### src/rtl/seg7_pkg.sv
// seg7_pkg: shared definitions for the 4-digit 7-segment scan driver.
//   - state_t    : scan FSM encoding (ST_IDLE, ST_SCAN)
//   - NUM_DIGITS : number of multiplexed digits
//   - SEG_OFF    : raw (active-high) all-segments-off pattern
//   - SEG_TABLE  : hex nibble -> segment pattern, bit order {g,f,e,d,c,b,a}
package seg7_pkg;

    typedef enum logic {
        ST_IDLE = 1'b0,
        ST_SCAN = 1'b1
    } state_t;

    localparam int NUM_DIGITS = 4;

    localparam logic [6:0] SEG_OFF = 7'b0;

    // Entry n is the pattern for nibble n (rightmost entry is nibble 0).
    localparam logic [15:0][6:0] SEG_TABLE = {
        7'h71, 7'h79, 7'h5E, 7'h39,   // F E D C
        7'h7C, 7'h77, 7'h6F, 7'h7F,   // B A 9 8
        7'h07, 7'h7D, 7'h6D, 7'h66,   // 7 6 5 4
        7'h4F, 7'h5B, 7'h06, 7'h3F    // 3 2 1 0
    };

endpackage

### src/rtl/decode_7seg_hex.sv
// decode_7seg_hex: combinational hex nibble to 7-segment decoder.
// Ports:
//   hex         in  4  nibble to display
//   active_high in  1  1 = lit segment driven high, 0 = lit segment driven low
//   seg         out 7  segment pattern {g,f,e,d,c,b,a}
module decode_7seg_hex
    import seg7_pkg::*;
(
    input  logic [3:0] hex,
    input  logic       active_high,
    output logic [6:0] seg
);

    assign seg = active_high ? SEG_TABLE[hex] : ~SEG_TABLE[hex];

endmodule

### src/rtl/seg7_scan_mux.sv
// seg7_scan_mux: time-multiplexed driver for a 4-digit 7-segment display.
// Snapshots value once per frame, blanks the start of every digit slot to
// avoid ghosting, and gates each slot with a 16-level brightness window.
// Optional build macro: LEADING_ZERO_BLANK_EN (suppress leading zero digits).
// Ports:
//   clk         in  1   system clock
//   reset_n     in  1   asynchronous active-low reset
//   enable      in  1   1 = scan, 0 = idle with display dark
//   value       in  16  hex value; nibble n shown on digit n
//   brightness  in  4   on-window level 0..15
//   seg_pol     in  1   segment polarity (1 = active-high)
//   dig_pol     in  1   digit-enable polarity (1 = active-high)
//   segments    out 7   shared segment lines {g,f,e,d,c,b,a}
//   digit_en    out 4   one-hot digit enable
//   frame_start out 1   one-cycle pulse when a frame snapshot is taken
//
// state   | meaning
// --------+------------------------------------------------------------
// ST_IDLE | display dark, counters held at 0, waiting for enable
// ST_SCAN | prescale/digit running, current slot driven from shadow
module seg7_scan_mux
    import seg7_pkg::*;
#(
    parameter int DIVIDER_BITS = 10,
    parameter int BLANK_CYCLES = 4
) (
    input  logic        clk,
    input  logic        reset_n,
    input  logic        enable,
    input  logic [15:0] value,
    input  logic [3:0]  brightness,
    input  logic        seg_pol,
    input  logic        dig_pol,
    output logic [6:0]  segments,
    output logic [3:0]  digit_en,
    output logic        frame_start
);

    localparam int DW = $clog2(NUM_DIGITS);
    localparam logic [DIVIDER_BITS-1:0] BLANK_P = DIVIDER_BITS'(BLANK_CYCLES);
    localparam logic [DW-1:0]           LAST_DIGIT = DW'(NUM_DIGITS - 1);

    state_t                  state, state_nxt;
    logic [DIVIDER_BITS-1:0] prescale, prescale_nxt;
    logic [DW-1:0]           digit, digit_nxt;
    logic [15:0]             shadow, shadow_nxt;
    logic [6:0]              seg_q, seg_nxt;
    logic [3:0]              dig_q, dig_nxt;
    logic                    frame_start_nxt;

    logic [3:0] nibble;
    logic [6:0] dec_seg;
    logic       slot_on;
    logic       lz_blank;

    assign nibble = shadow[{digit, 2'b00} +: 4];

    decode_7seg_hex u_dec (
        .hex         (nibble),
        .active_high (1'b1),
        .seg         (dec_seg)
    );

`ifdef LEADING_ZERO_BLANK_EN
    // Digit n is dark when it and every more significant nibble are zero;
    // digit 0 is never suppressed so zero still shows a single "0".
    always_comb begin
        lz_blank = 1'b0;
        case (digit)
            2'd3:    lz_blank = (shadow[15:12] == 4'h0);
            2'd2:    lz_blank = (shadow[15:8] == 8'h00);
            2'd1:    lz_blank = (shadow[15:4] == 12'h000);
            default: lz_blank = 1'b0;
        endcase
    end
`else
    assign lz_blank = 1'b0;
`endif

    // Blanking window first, then the brightness window on the top 4 bits.
    assign slot_on = (prescale >= BLANK_P)
                  && (prescale[DIVIDER_BITS-1 -: 4] <= brightness)
                  && !lz_blank;

    always_comb begin
        state_nxt       = state;
        prescale_nxt    = prescale;
        digit_nxt       = digit;
        shadow_nxt      = shadow;
        seg_nxt         = SEG_OFF;
        dig_nxt         = 4'b0000;
        frame_start_nxt = 1'b0;
        case (state)
            ST_IDLE: begin
                prescale_nxt = '0;
                digit_nxt    = '0;
                if (enable) begin
                    state_nxt       = ST_SCAN;
                    shadow_nxt      = value;
                    frame_start_nxt = 1'b1;
                end
            end
            ST_SCAN: begin
                if (!enable) begin
                    state_nxt    = ST_IDLE;
                    prescale_nxt = '0;
                    digit_nxt    = '0;
                end else begin
                    prescale_nxt = prescale + 1'b1;
                    if (prescale == '1) begin
                        digit_nxt = digit + 1'b1;
                        if (digit == LAST_DIGIT) begin
                            shadow_nxt      = value;
                            frame_start_nxt = 1'b1;
                        end
                    end
                    if (slot_on) begin
                        seg_nxt = dec_seg;
                        dig_nxt = 4'b0001 << digit;
                    end
                end
            end
            default: state_nxt = ST_IDLE;
        endcase
    end

    always_ff @(posedge clk or negedge reset_n) begin
        if (!reset_n) begin
            state       <= ST_IDLE;
            prescale    <= '0;
            digit       <= '0;
            shadow      <= 16'h0000;
            seg_q       <= SEG_OFF;
            dig_q       <= 4'b0000;
            frame_start <= 1'b0;
        end else begin
            state       <= state_nxt;
            prescale    <= prescale_nxt;
            digit       <= digit_nxt;
            shadow      <= shadow_nxt;
            seg_q       <= seg_nxt;
            dig_q       <= dig_nxt;
            frame_start <= frame_start_nxt;
        end
    end

    assign segments = seg_pol ? seg_q : ~seg_q;
    assign digit_en = dig_pol ? dig_q : ~dig_q;

endmodule

### config.mk
export PLATFORM = sky130hd
export DESIGN_NAME = seg7_scan_mux
export DESIGN_NICKNAME = d
export VERILOG_FILES = /design/src/rtl/seg7_pkg.sv /design/src/rtl/decode_7seg_hex.sv /design/src/rtl/seg7_scan_mux.sv
export SDC_FILE = /design/constraint.sdc
export NUM_CORES = 1
export LEC_CHECK = 0
export ABC_AREA = 1
export BUFFER_PORTS_ARGS = -buffer_cell sky130_fd_sc_hd__buf_2
export CAP_MARGIN = 5
export CORE_MARGIN = 4
export CORE_UTILIZATION = 30
export DETAILED_ROUTE_END_ITERATION = 6
export GPL_TIMING_DRIVEN = 1
export PLACE_DENSITY = 0.53
export SYNTH_ARGS = -nofsm -noshare
export SYNTH_HDL_FRONTEND = slang
export SYNTH_SLANG_ARGS = --single-unit
### constraint.sdc
create_clock -name clk -period 3.5 [get_ports clk]
set_input_delay 0.35 -clock clk [delete_from_list [all_inputs] [get_ports clk]]
set_output_delay 0.35 -clock clk [all_outputs]
set_load 0.05 [all_outputs]
==> impl_metrics.yaml <==
power:
  p_seq_frac: 0.494
  powerDensity_mw_per_mm2: 398
  comb_power_share: 0.230
  p_sw_frac: 0.328
  clockPowerShare: 0.275
  internal_power_mw: 0.725
  leakage_nw: 1.40
  vdd_ir_drop_max_mv: 0.176
  power.switching_mw: 0.354
global_routing:
  grt_max_degree: 42
  grt_pass1_vias: 1815
  grt_usage: 0.111
  antenna_found_initial: 0
  grt_overflow: 0
  grt_pass1_wl_um: 8780
placement:
  dp_worst_setup_slack_ns: 1.66
  io_buffers: 36
  dpl.cell_count: 435
  gp_congestion: 0.847
  dpl-instance-area_sq_mm: 0.00262
  dp_hpwl_um: 3680
cells_and_area:
  synthToLayoutAreaGrowth_pct: 14.0
  nets: 381
  final_cell_mix: "nand2_1, nor2_1, dfrtp_1, buf_2, inv_1"
  design_area_sq_mm: 0.00271
  nFillCells: 820
  utilization: 0.350
  drive_above_1_share: 0.158
  final_common_cell: "nand2_1"
  stdcell_count: 443
  antenna_cells: 0
clocking:
  htreeDepth: 2
  cts.sinks: 41
  cts_setup_buffers: 0
  cts_inserted_buffers: 5
  clkSlewWorstSetupHoldPaths_ns: 0.08
  postCtsResizedCells: 0
  clkLatencyLatePin_ns: 0.28
  ctsHoldBuffers: 0
  cts_buffer_depth: 2
  cts_tree: "done"
  root_buffer: "clkbuf_8"
setup_path:
  endpoint_kind: "register"
  required_ns: 3.72
  cp.arrival_ns: 2.08
  cp_max_fo: 12
  critPathKind: "reg2reg"
  cp-start-kind: "register"
  reg2regPathDepth: 11
timing:
  worst_slew_pin_slew_ns: 0.924
  setup_viol: 0
  fin_crit_ns: 1.86
  fmax_mhz: 538
  setup_ws_ns: 1.64
  period_share: 0.531
  finalMaxSlewViolations: 0
  fin_tns_setup_ns: 0
  rsz0062_at_grt: "no"
  max_slew_margin: 0.384
  finalClockSkew_ns: 0.00414
  hold_viol: 0
synth:
  synth_warnings: 0
  syn_nets: 347
  avgSynthCellArea_sq_um: 7.76
  netlist_area_sq_mm: 0.00237
  syn_inst: 306
  synth-seq-area-share: 0.432
  synthDistinctLibCells: 21
  postSynthRegisterBits: 41
detailed_routing:
  wirelength_um: 4900
  drtPass1Iterations: 4
  vias_per_cell: 4.33
  drc: 0
  vias: 1918
  avgRoutedWirePerCell_um: 11.1
  drtIter0Drc: 50
  final_antenna_net_count: 0
die:
  die_height_um: 97.0
  die_w_um: 97.0
  placeableCoreArea_sq_mm: 0.00773
  die_area_sq_mm: 0.00940
  ios: 37
  rows: 32
  initial_utilization: 0.307
worst_hold_path:
  hold_class: "in2async"
outcome:
  status: "finished, final reports clean"
job:
  max-cap-violations: 0
-- Yosys cell counts, drive strengths merged --
master  number  share of area
nand3       23          0.058
ha          16          0.084
clkbuf       4         0.0063
buf          5          0.018
inv         30          0.047
nand4       19          0.050
xnor2       11          0.041
nand2      102           0.17
dfrtp       41           0.43
nor2        42          0.067
a21oi        8          0.017
clkinv       1         0.0016
o21ai        4         0.0084
-- path summary, 6_finish.rpt --
check | start | end | slack [ns]
min in group clk | value[14] | shadow[14]$_DFFE_PN0P_ | 0.31
setup reg to reg | digit[0]$_DFFE_PN0P_ | seg_q[0]$_DFF_PN0_ | 1.64
hold reg to reg | shadow[0]$_DFFE_PN0P_ | shadow[0]$_DFFE_PN0P_ | 0.48
hold / removal | reset_n | shadow[5]$_DFFE_PN0P_ | 0.20
max in group asynchronous | reset_n | seg_q[1]$_DFF_PN0_ | 2.73
setup / recovery | digit[0]$_DFFE_PN0P_ | seg_q[0]$_DFF_PN0_ | 1.64
-- power by group through the flow --
stage	combinational, mW	sequential (mW)	clock (mW)
global placement	0.247	0.543	0
detailed placement	0.250	0.543	0
finish	0.248	0.533	0.297
floorplan	0.190	0.534	0
CTS	0.251	0.533	0.314
global route	0.288	0.538	0.328
-- metrics by stage --
| stage | power [mW] | hold slack (ns) |
|---|---|---|
| finish | 1.08 | 0.203 |
| global placement | 0.790 | 0.465 |
| detailed placement | 0.792 | 0.461 |
| global route | 1.15 | 0.275 |
| CTS | 1.10 | 0.234 |
| floorplan | 0.724 | 0.0544 |
-- cell families (layout without fill, tap and decap cells) --
group / after synthesis / count (layout) / synth area share
buf+inv: 40 / 75 / 0.0733
compound gates: 12 / 12 / 0.0253
xor+xnor: 11 / 11 / 0.0406
simple gates: 186 / 186 / 0.344
flops: 41 / 41 / 0.432
fa+ha+maj: 16 / 16 / 0.0843
-- cell type report --
cell class | instances | area [sq um] | share of cell area
tap | 102 | 128 | 0.0472
inverter | 31 | 116 | 0.0430
clock buffer | 6 | 72.6 | 0.0268
timing repair buffer | 36 | 180 | 0.0666
sequential | 41 | 1030 | 0.379
multi-input combinational | 225 | 1170 | 0.434
clock inverter | 2 | 10.0 | 0.00370
-- flip-flops by register name, summed over array words and instances (netlist names) --
register,cells
seg_q,7
dig_q,4
frame_start,1
prescale,10
digit,2
state,1
shadow,16
-- metal layers --
metal | global-route usage | vias to the layer above | part of all wire | routed length [um]
li1 | - | 1036 | - | -
met1 | 0.162 | 843 | 0.53 | 2610
met2 | 0.161 | 37 | 0.41 | 2030
met3 | 0.0267 | 2 | 0.047 | 228
met4 | 0.0302 | 0 | 0.0071 | 35
met5 | 0 | - | 0 | 0
-- critical path, cell delays in order, from the launching register on --
cell and delay [ns]:
dfrtp_1 0.54, inv_2 0.18, nand2_1 0.09, nand3_1 0.07
nand2_1 0.21, inv_1 0.11, ha_1 0.23, inv_1 0.07
nand2_1 0.07, nand3_1 0.07, nand2_1 0.05, nor2_1 0.09
(Power assumes the default switching activity.)
